**src/rtl/sram_like_arbiter.sv**
```systemverilog
// Two-master to one-slave sram-like bus arbiter: one outstanding transaction, data-favoured
// arbitration with a bounded data streak so the instruction master cannot starve.
module sram_like_arbiter #(
   parameter int unsigned MAX_DATA_STREAK = 4
) (
   input  logic        clk,
   input  logic        rst,

   input  logic        inst_req,
   input  logic        inst_wr,
   input  logic        inst_uncached,
   input  logic [1:0]  inst_size,
   input  logic [31:0] inst_addr,
   input  logic [31:0] inst_wdata,
   output logic [31:0] inst_rdata,
   output logic        inst_addr_ok,
   output logic        inst_data_ok,

   input  logic        data_req,
   input  logic        data_wr,
   input  logic        data_uncached,
   input  logic [1:0]  data_size,
   input  logic [31:0] data_addr,
   input  logic [31:0] data_wdata,
   output logic [31:0] data_rdata,
   output logic        data_addr_ok,
   output logic        data_data_ok,

   output logic        bus_req,
   output logic        bus_wr,
   output logic        bus_uncached,
   output logic [1:0]  bus_size,
   output logic [31:0] bus_addr,
   output logic [31:0] bus_wdata,
   input  logic [31:0] bus_rdata,
   input  logic        bus_addr_ok,
   input  logic        bus_data_ok
);

   localparam int unsigned StreakW =
      (MAX_DATA_STREAK < 1) ? 1 : $clog2(MAX_DATA_STREAK + 1);
   localparam logic [StreakW-1:0] StreakMax = StreakW'(MAX_DATA_STREAK);

   typedef enum logic [1:0] {StIdle, StAddr, StData} state_e;
   typedef enum logic {OwnData, OwnInst} owner_e;

   state_e              state_q, state_d;
   owner_e              owner_q, owner_d;
   logic [StreakW-1:0]  streak_q, streak_d;
   logic                owner_req;
   logic                fwd_addr_ok;
   logic                fwd_data_ok;
   logic                sel_inst;

   assign owner_req = (owner_q == OwnInst) ? inst_req : data_req;

   always_comb begin
      state_d     = state_q;
      owner_d     = owner_q;
      streak_d    = streak_q;
      bus_req     = 1'b0;
      fwd_addr_ok = 1'b0;
      fwd_data_ok = 1'b0;
      unique case (state_q)
         StIdle: begin
            if (inst_req || data_req) begin
               state_d = StAddr;
               if (inst_req && (!data_req || streak_q == StreakMax)) begin
                  owner_d  = OwnInst;
                  streak_d = '0;
               end else begin
                  owner_d = OwnData;
                  if (inst_req && streak_q != StreakMax) begin
                     streak_d = streak_q + StreakW'(1);
                  end
               end
            end
         end
         StAddr: begin
            bus_req = owner_req;
            if (!owner_req) begin
               // Master withdrew before addr_ok: drop the slot silently.
               state_d = StIdle;
            end else if (bus_addr_ok) begin
               fwd_addr_ok = 1'b1;
               if (bus_data_ok) begin
                  fwd_data_ok = 1'b1;
                  state_d     = StIdle;
               end else begin
                  state_d = StData;
               end
            end
         end
         StData: begin
            fwd_data_ok = bus_data_ok;
            if (bus_data_ok) begin
               state_d = StIdle;
            end
         end
         default: state_d = StIdle;
      endcase
      // Reset silences the bus and both masters within the reset cycle itself.
      if (rst) begin
         bus_req     = 1'b0;
         fwd_addr_ok = 1'b0;
         fwd_data_ok = 1'b0;
      end
   end

   always_ff @(posedge clk) begin
      if (rst) begin
         state_q  <= StIdle;
         owner_q  <= OwnData;
         streak_q <= '0;
      end else begin
         state_q  <= state_d;
         owner_q  <= owner_d;
         streak_q <= streak_d;
      end
   end

   assign sel_inst     = (state_q == StAddr) && (owner_q == OwnInst);
   assign bus_wr       = sel_inst ? inst_wr       : data_wr;
   assign bus_uncached = sel_inst ? inst_uncached : data_uncached;
   assign bus_size     = sel_inst ? inst_size     : data_size;
   assign bus_addr     = sel_inst ? inst_addr     : data_addr;
   assign bus_wdata    = sel_inst ? inst_wdata    : data_wdata;

   assign inst_rdata   = bus_rdata;
   assign data_rdata   = bus_rdata;
   assign inst_addr_ok = fwd_addr_ok && (owner_q == OwnInst);
   assign inst_data_ok = fwd_data_ok && (owner_q == OwnInst);
   assign data_addr_ok = fwd_addr_ok && (owner_q == OwnData);
   assign data_data_ok = fwd_data_ok && (owner_q == OwnData);

endmodule

```
**config.mk**
```make
export PLATFORM = sky130hd
export DESIGN_NAME = sram_like_arbiter
export DESIGN_NICKNAME = d
export VERILOG_FILES = /design/src/rtl/sram_like_arbiter.sv
export SDC_FILE = /design/constraint.sdc
export NUM_CORES = 1
export LEC_CHECK = 0
export ABC_AREA = 1
export CELL_PAD_IN_SITES_DETAIL_PLACEMENT = 0
export CELL_PAD_IN_SITES_GLOBAL_PLACEMENT = 1
export CORE_MARGIN = 8
export CORE_UTILIZATION = 12
export CTS_BUF_LIST = sky130_fd_sc_hd__clkbuf_8
export CTS_CLUSTER_DIAMETER = 200
export DETAILED_ROUTE_END_ITERATION = 10
export PLACE_DENSITY_LB_ADDON = 0.25
export SKIP_LAST_GASP = 1
export SYNTH_ARGS = -nofsm -noshare
export SYNTH_HDL_FRONTEND = slang
export SYNTH_SLANG_ARGS = --single-unit
```
**constraint.sdc**
```tcl
create_clock -name clk -period 1.9 [get_ports clk]
set_clock_uncertainty 0.1 [all_clocks]
set_input_delay 0.38 -clock clk [delete_from_list [all_inputs] [get_ports clk]]
set_output_delay 0.38 -clock clk [all_outputs]
set_load 0.02 [all_outputs]
```
# --- After elaboration in Yosys (flattened, before gate mapping) ---
# Index checks and enable logic that the tools add are counted.
classes:
  add_sub_neg: 1
  n_mul: 0
  div: 0
  order_cmp: 0
  eq_ne: 7
  shift: 0
  mux: 26
  bitwise_logic: 1
  reduce_logical: 15
ops:
  columns: ["operator", "count"]
  rows:
  - ["$mux 32", 2]
  - ["$mux 1", 14]
  - ["$mux 2", 6]
  - ["$logic_and 1x1->1", 7]
  - ["$mux 3", 2]
  - ["$ne 3x3->1 const B", 2]
  - ["$pmux 2 s3", 1]
  - ["$reduce_and 3->1", 2]
  - ["$ne 2x2->1 const B", 2]
  - ["$add 3x1->3 const B", 1]
  - ["$eq 3x3->1 const B", 1]
  - ["$eq 2x1->1 const B", 1]
  - ["$eq 2x2->1 const B", 1]
  - ["$logic_not 2->1", 1]
  - ["$logic_or 1x1->1", 2]
  - ["$pmux 1 s2", 1]
  - ["$reduce_and 2->1", 1]
  - ["$reduce_bool 2->1", 1]
  - ["$logic_not 1->1", 1]
  - ["$not 1->1", 1]
totals:
  ff_bits: 6
  latchBits: 0
  ramBits: 0
  rom_bits: 0
  inputBits: 174
  out_inout_bits: 137
  wordCells: 53
  memories: 0

# --- Longest topological paths before layout ---
depth:
  depth_word: 6
  mapped_depth: 8
  depth_no_buf: 8

# --- Worst setup path before layout ---
# No wires, ideal clock.
synth_path:
  path_kind: "register to output"
  from: "register state_q[1]"
  to: "output port bus_wdata[10]"
  t_arrival_ps: 1331
  t_required_ps: 1420
  slack_ps: 89
  stages_incl_launch_ff: 7
  path_buffers: 2
  path_cell_list: "dfxtp_1 > inv_1 > ha_1 > nand2_2 > buf_6 > buf_6 > mux2_4"
synth_via:
  elab_chain_cells: 3
synth_rtl:
  columns: ["item", "line", "text"]
  rows:
  - ["start: declaration", "47", "state_e state_q, state_d;"]
  - ["start signal: assignment", "112", "state_q <= StIdle;"]
  - ["start signal: assignment", "116", "state_q <= state_d;"]
  - ["$eq 2x1->1", "122", "assign sel_inst = (state_q == StAddr) && (owner_q == OwnInst);"]
  - ["$logic_and 1x1->1", "122", null]
  - ["$mux 32", "127", "assign bus_wdata = sel_inst ? inst_wdata : data_wdata;"]
  - ["end: declaration", "34", "output logic [31:0] bus_wdata,"]
# No other way between the ends.

# --- Final worst setup path ---
layout_path:
  from: "register state_q[1]"
  to: "output port bus_wdata[30]"
# Same word-level chain as after synthesis.

==> results by stage <==
Synthesis:
- After technology mapping, the gate count stands at 208.
- The synthesized netlist occupies a cell area of 1790 µm².
- After synthesis the netlist holds a flip-flop and latch count of 6.
- The number of unique standard cell types used by synthesis is 16.
- The proportion of synthesized chip area in sequential cells is 6.69%.
- The post-synthesis compound-gate area fraction is 2.23%.
- Yosys printed 0 warnings.
- The mean cell area of the mapped netlist is 8.63 µm².
- The area share of and/or/nand/nor cells after synthesis is 8.86%.
- After synthesis, the largest family of logic cells by area is multiplexers.
- Summing the areas of all xor and xnor instances in the mapped netlist gives 0% of the synthesized area.
- After Yosys synthesis, full adders, half adders and majority gates account for 3.49% of the synthesized area.
- The number of nets in the synthesized netlist is 387.
- The multiplexer area fraction after synthesis is 46.9%.

Floorplanning:
- The floorplan has 44 rows.
- The overall die height is 138 µm.
- The initial cell density of the core is 12.3%.
- The die is 138 µm wide.
- The total area inside the core boundary comes to 14,600 µm².
- The die outline area is 19,100 µm².
- The number of ports placed on the die boundary is 311.

Worst setup path:
- The kind of capture point of the worst setup path is a primary output.
- The data required time at the worst endpoint is 1.42 ns.
- The critical path startpoint category is a flip-flop.
- The reg-to-reg startpoint is state_q[1].
- In this design, the largest share of critical-path delay is due to buffers and inverters.
- The worst register-to-register path has a depth of 13.
- In this design, the critical path's most frequently occurring cell is sky130_fd_sc_hd__buf_6.
- The largest stage delay on the critical path is 0.31 ns.
- In this run the critical register-to-register path is captured at state_q[1].
- The worst register-to-register path has a setup slack of 0.06 ns.
- Together, buffers and inverters on the worst path number 5.
- The slowest stage of the critical path belongs to the cell sky130_fd_sc_hd__dfxtp_2.
- The critical path arrival is 1.73 ns.
- In this run the worst path has a maximum fanout of 8.
- The critical path goes through inv_2 -> ha_4 -> nand2_8 -> buf_12 -> buf_16 -> buf_6 -> mux2_4 -> buf_6.
- The critical path in this run is classified as reg -> out.

CTS:
- TritonCTS created 3 clock buffers.
- The clock reaches the later pin of the worst-skew pair after 0.22 ns.
- Clock-pin slew was measured on the worst setup and hold paths at 0.04 ns.
- TritonCTS built the clock tree.
- The number of H-tree levels is 1.
- The maximum buffer depth of the clock tree is 2.
- The count of clock tree sinks is 6.
- Clock tree synthesis selected as its root buffer the cell sky130_fd_sc_hd__clkbuf_8.

Outcome:
- The final reports fail on setup timing.
- The flow ran to the end, but the final reports show violations.

Route:
- The routed via count divided by cell count is 3.64.
- The remaining number of nets flagged by the antenna check after routing is 0.
- In this run, the number of DRC markers left after iteration 0 of detailed routing was 21.
- The sum of routed wire length over all layers is 10.1 mm.
- The routed layout has 2,180 vias.
- The length of the first detailed-routing pass in iterations is 4.
- The residual DRC count is 0.
- In the final routed layout, each cell accounts on average for 16.9 µm.

Layout:
- At the end of the flow, the number of nets in the layout was 596.
- The library cell used most frequently in the layout, excluding fill and tap cells, is sky130_fd_sc_hd__clkdlybuf4s50_1.
- The count of filler cells inserted in the layout is 1,529.
- The ratio of cells with drive above 1 in the final layout is 52.8%.
- The layout overhead on the synthesized area is 141%.
- The antenna cell count is 0.
- The top cell types in the final layout, fill and taps aside, are 139 x sky130_fd_sc_hd__clkdlybuf4s50_1, 43 x sky130_fd_sc_hd__buf_4, 41 x sky130_fd_sc_hd__buf_6.

Timing:
- The highest achievable clock rate is 0.453 GHz.
- The final-report hold violation count is 0.
- Measured against its own limit, the worst slew margin works out to 86.1%.
- The final clock period utilization by the worst path is 116%.
- The setup TNS is -13.16 ns.
- For the finished layout, the period the worst path requires is 2.21 ns.
- The total count of max-transition violations in the final report came to 0.
- Setup repair after global routing could not meet its margin everywhere.
- The worst-case setup margin in the final layout is -0.307 ns.
- Setup violations remaining at the end of the flow were counted as 70.
- For the pin with the worst max-slew slack, the measured transition is 0.209 ns.

Pwr:
- The total power per unit cell area is 304 nW/µm².
- The leakage power total is 2.02 nW.
- The highest ir drop seen on vdd is 0.189 mV.

Place:
- The post-place setup slack is -0.662 ns.
- Input and output buffers added on the ports amount to 214.
- The half-perimeter wire length of the detailed placement result is 8.30 mm.
- The weighted congestion at the end of routability-driven global placement is 0.731.

GRT:
- The number of global-route vias before repair was 2,438.
- The pin count of the biggest net entering global routing is 28.
- The overall routing resource usage is 9.78%.
- The overall overflow remaining after global route is 0.
- The global-route wire length before repair is 15.0 mm.
- The number of antenna violations at the first check in global routing is 0.

Hold path:
- The cell depth of the worst min-delay path is 2.
- In this run the worst hold path is classified as reg -> reg.
- The terminating pin of the worst hold path is streak_q[2].
- The startpoint identified for the worst hold timing path is streak_q[2].

Flow run:
- The reported max-cap violation count is 0.
## routing by layer
layer | GRT usage, % | vias to the layer above | part of all wire [%]
li1 | - | 1042 | -
met1 | 10.0 | 977 | 37
met2 | 18.4 | 134 | 53
met3 | 3.53 | 27 | 8.3
met4 | 2.17 | 0 | 1.7
met5 | 0 | - | 0
## repair_timing
item	CTS	global route
hold endpoints to repair	0	0
pin swaps	8	5
endpoints found under the setup margin	73	74
gates resized for setup	228	144
setup buffers	21	19
gates cloned	3	2
hold buffers	0	0
## cells in the mapped netlist
library cell	instances	share of area [%]
sky130_fd_sc_hd__a21oi_1	6	1.7
sky130_fd_sc_hd__buf_2	4	1.1
sky130_fd_sc_hd__buf_4	64	27
sky130_fd_sc_hd__buf_6	3	1.9
sky130_fd_sc_hd__dfxtp_1	6	6.7
sky130_fd_sc_hd__ha_1	5	3.5
sky130_fd_sc_hd__inv_1	10	2.1
sky130_fd_sc_hd__mux2_2	48	30
sky130_fd_sc_hd__mux2_4	20	17
sky130_fd_sc_hd__nand2_1	23	4.8
sky130_fd_sc_hd__nand2_2	1	0.35
sky130_fd_sc_hd__nand3_1	2	0.56
sky130_fd_sc_hd__nor2_1	12	2.5
sky130_fd_sc_hd__nor3_1	1	0.28
sky130_fd_sc_hd__o21ai_0	2	0.56
sky130_fd_sc_hd__or2_2	1	0.35
## report_power, final
group	leakage (nW)	internal, W	switching (W)
combinational	1.95	0.000613	0.000363
clock	0.0216	0.000136	0.0000554
sequential	0.0502	0.000136	0.00000962
## registers in the layout, summed over array words and instances (netlist names)
name	flops
streak_q	3
owner_q	1
state_q	2
## stage by stage
stage / util [%] / hold WS (ns) / total power (W) / cells / cell area, µm²
after floorplan: - / 0.349 / 0.000674 / 208 / 1790
after global placement: 26.1 / 0.365 / 0.00104 / 555 / 3810
after detailed placement: 26.1 / 0.384 / 0.00104 / 555 / 3810
after CTS: 28.6 / 0.390 / 0.00128 / 582 / 4170
after global routing: 29.6 / 0.410 / 0.00140 / 599 / 4320
final: 29.6 / 0.387 / 0.00131 / 599 / 4320
## how the worst max path moves through the flow
stage | start | endpoint | slack, ns | depth (start not counted)
after floorplan | state_q[1] | bus_wdata[10] | 0.09 | 6
after global placement | inst_req | inst_data_ok | -0.66 | 8
after detailed placement | inst_req | data_data_ok | -0.66 | 8
after CTS | state_q[1] | bus_addr[6] | -0.37 | 6
after global routing | state_q[1] | bus_wdata[30] | -0.37 | 8
final | state_q[1] | bus_wdata[30] | -0.31 | 8
## cells by family (layout without fill, tap and decap cells)
group / after synthesis / after routing
buffers and inverters: 81 / 288
muxes: 68 / 68
and+or+nand+nor: 40 / 40
AOI/OAI and AO/OA: 8 / 8
DFF: 6 / 6
adders and majority gates: 5 / 5
## layout make-up
cell class                 instances  area (µm²)  share of cell area (%)
clock buffer                       3        41.3                   0.955
inverter                          10        37.5                   0.869
multi-input combinational        121        1250                    28.8
sequential                         6         124                    2.87
tap                              184         230                    5.33
timing repair buffer             275        2640                    61.1
## tightest hold or removal path: cells and delay by family (launching register included)
family          cells  cell delay [ns]
flops               1             0.32
simple gates        1             0.06
compound gates      1             0.06
Note: power is estimated with default switching activity, not from simulation.
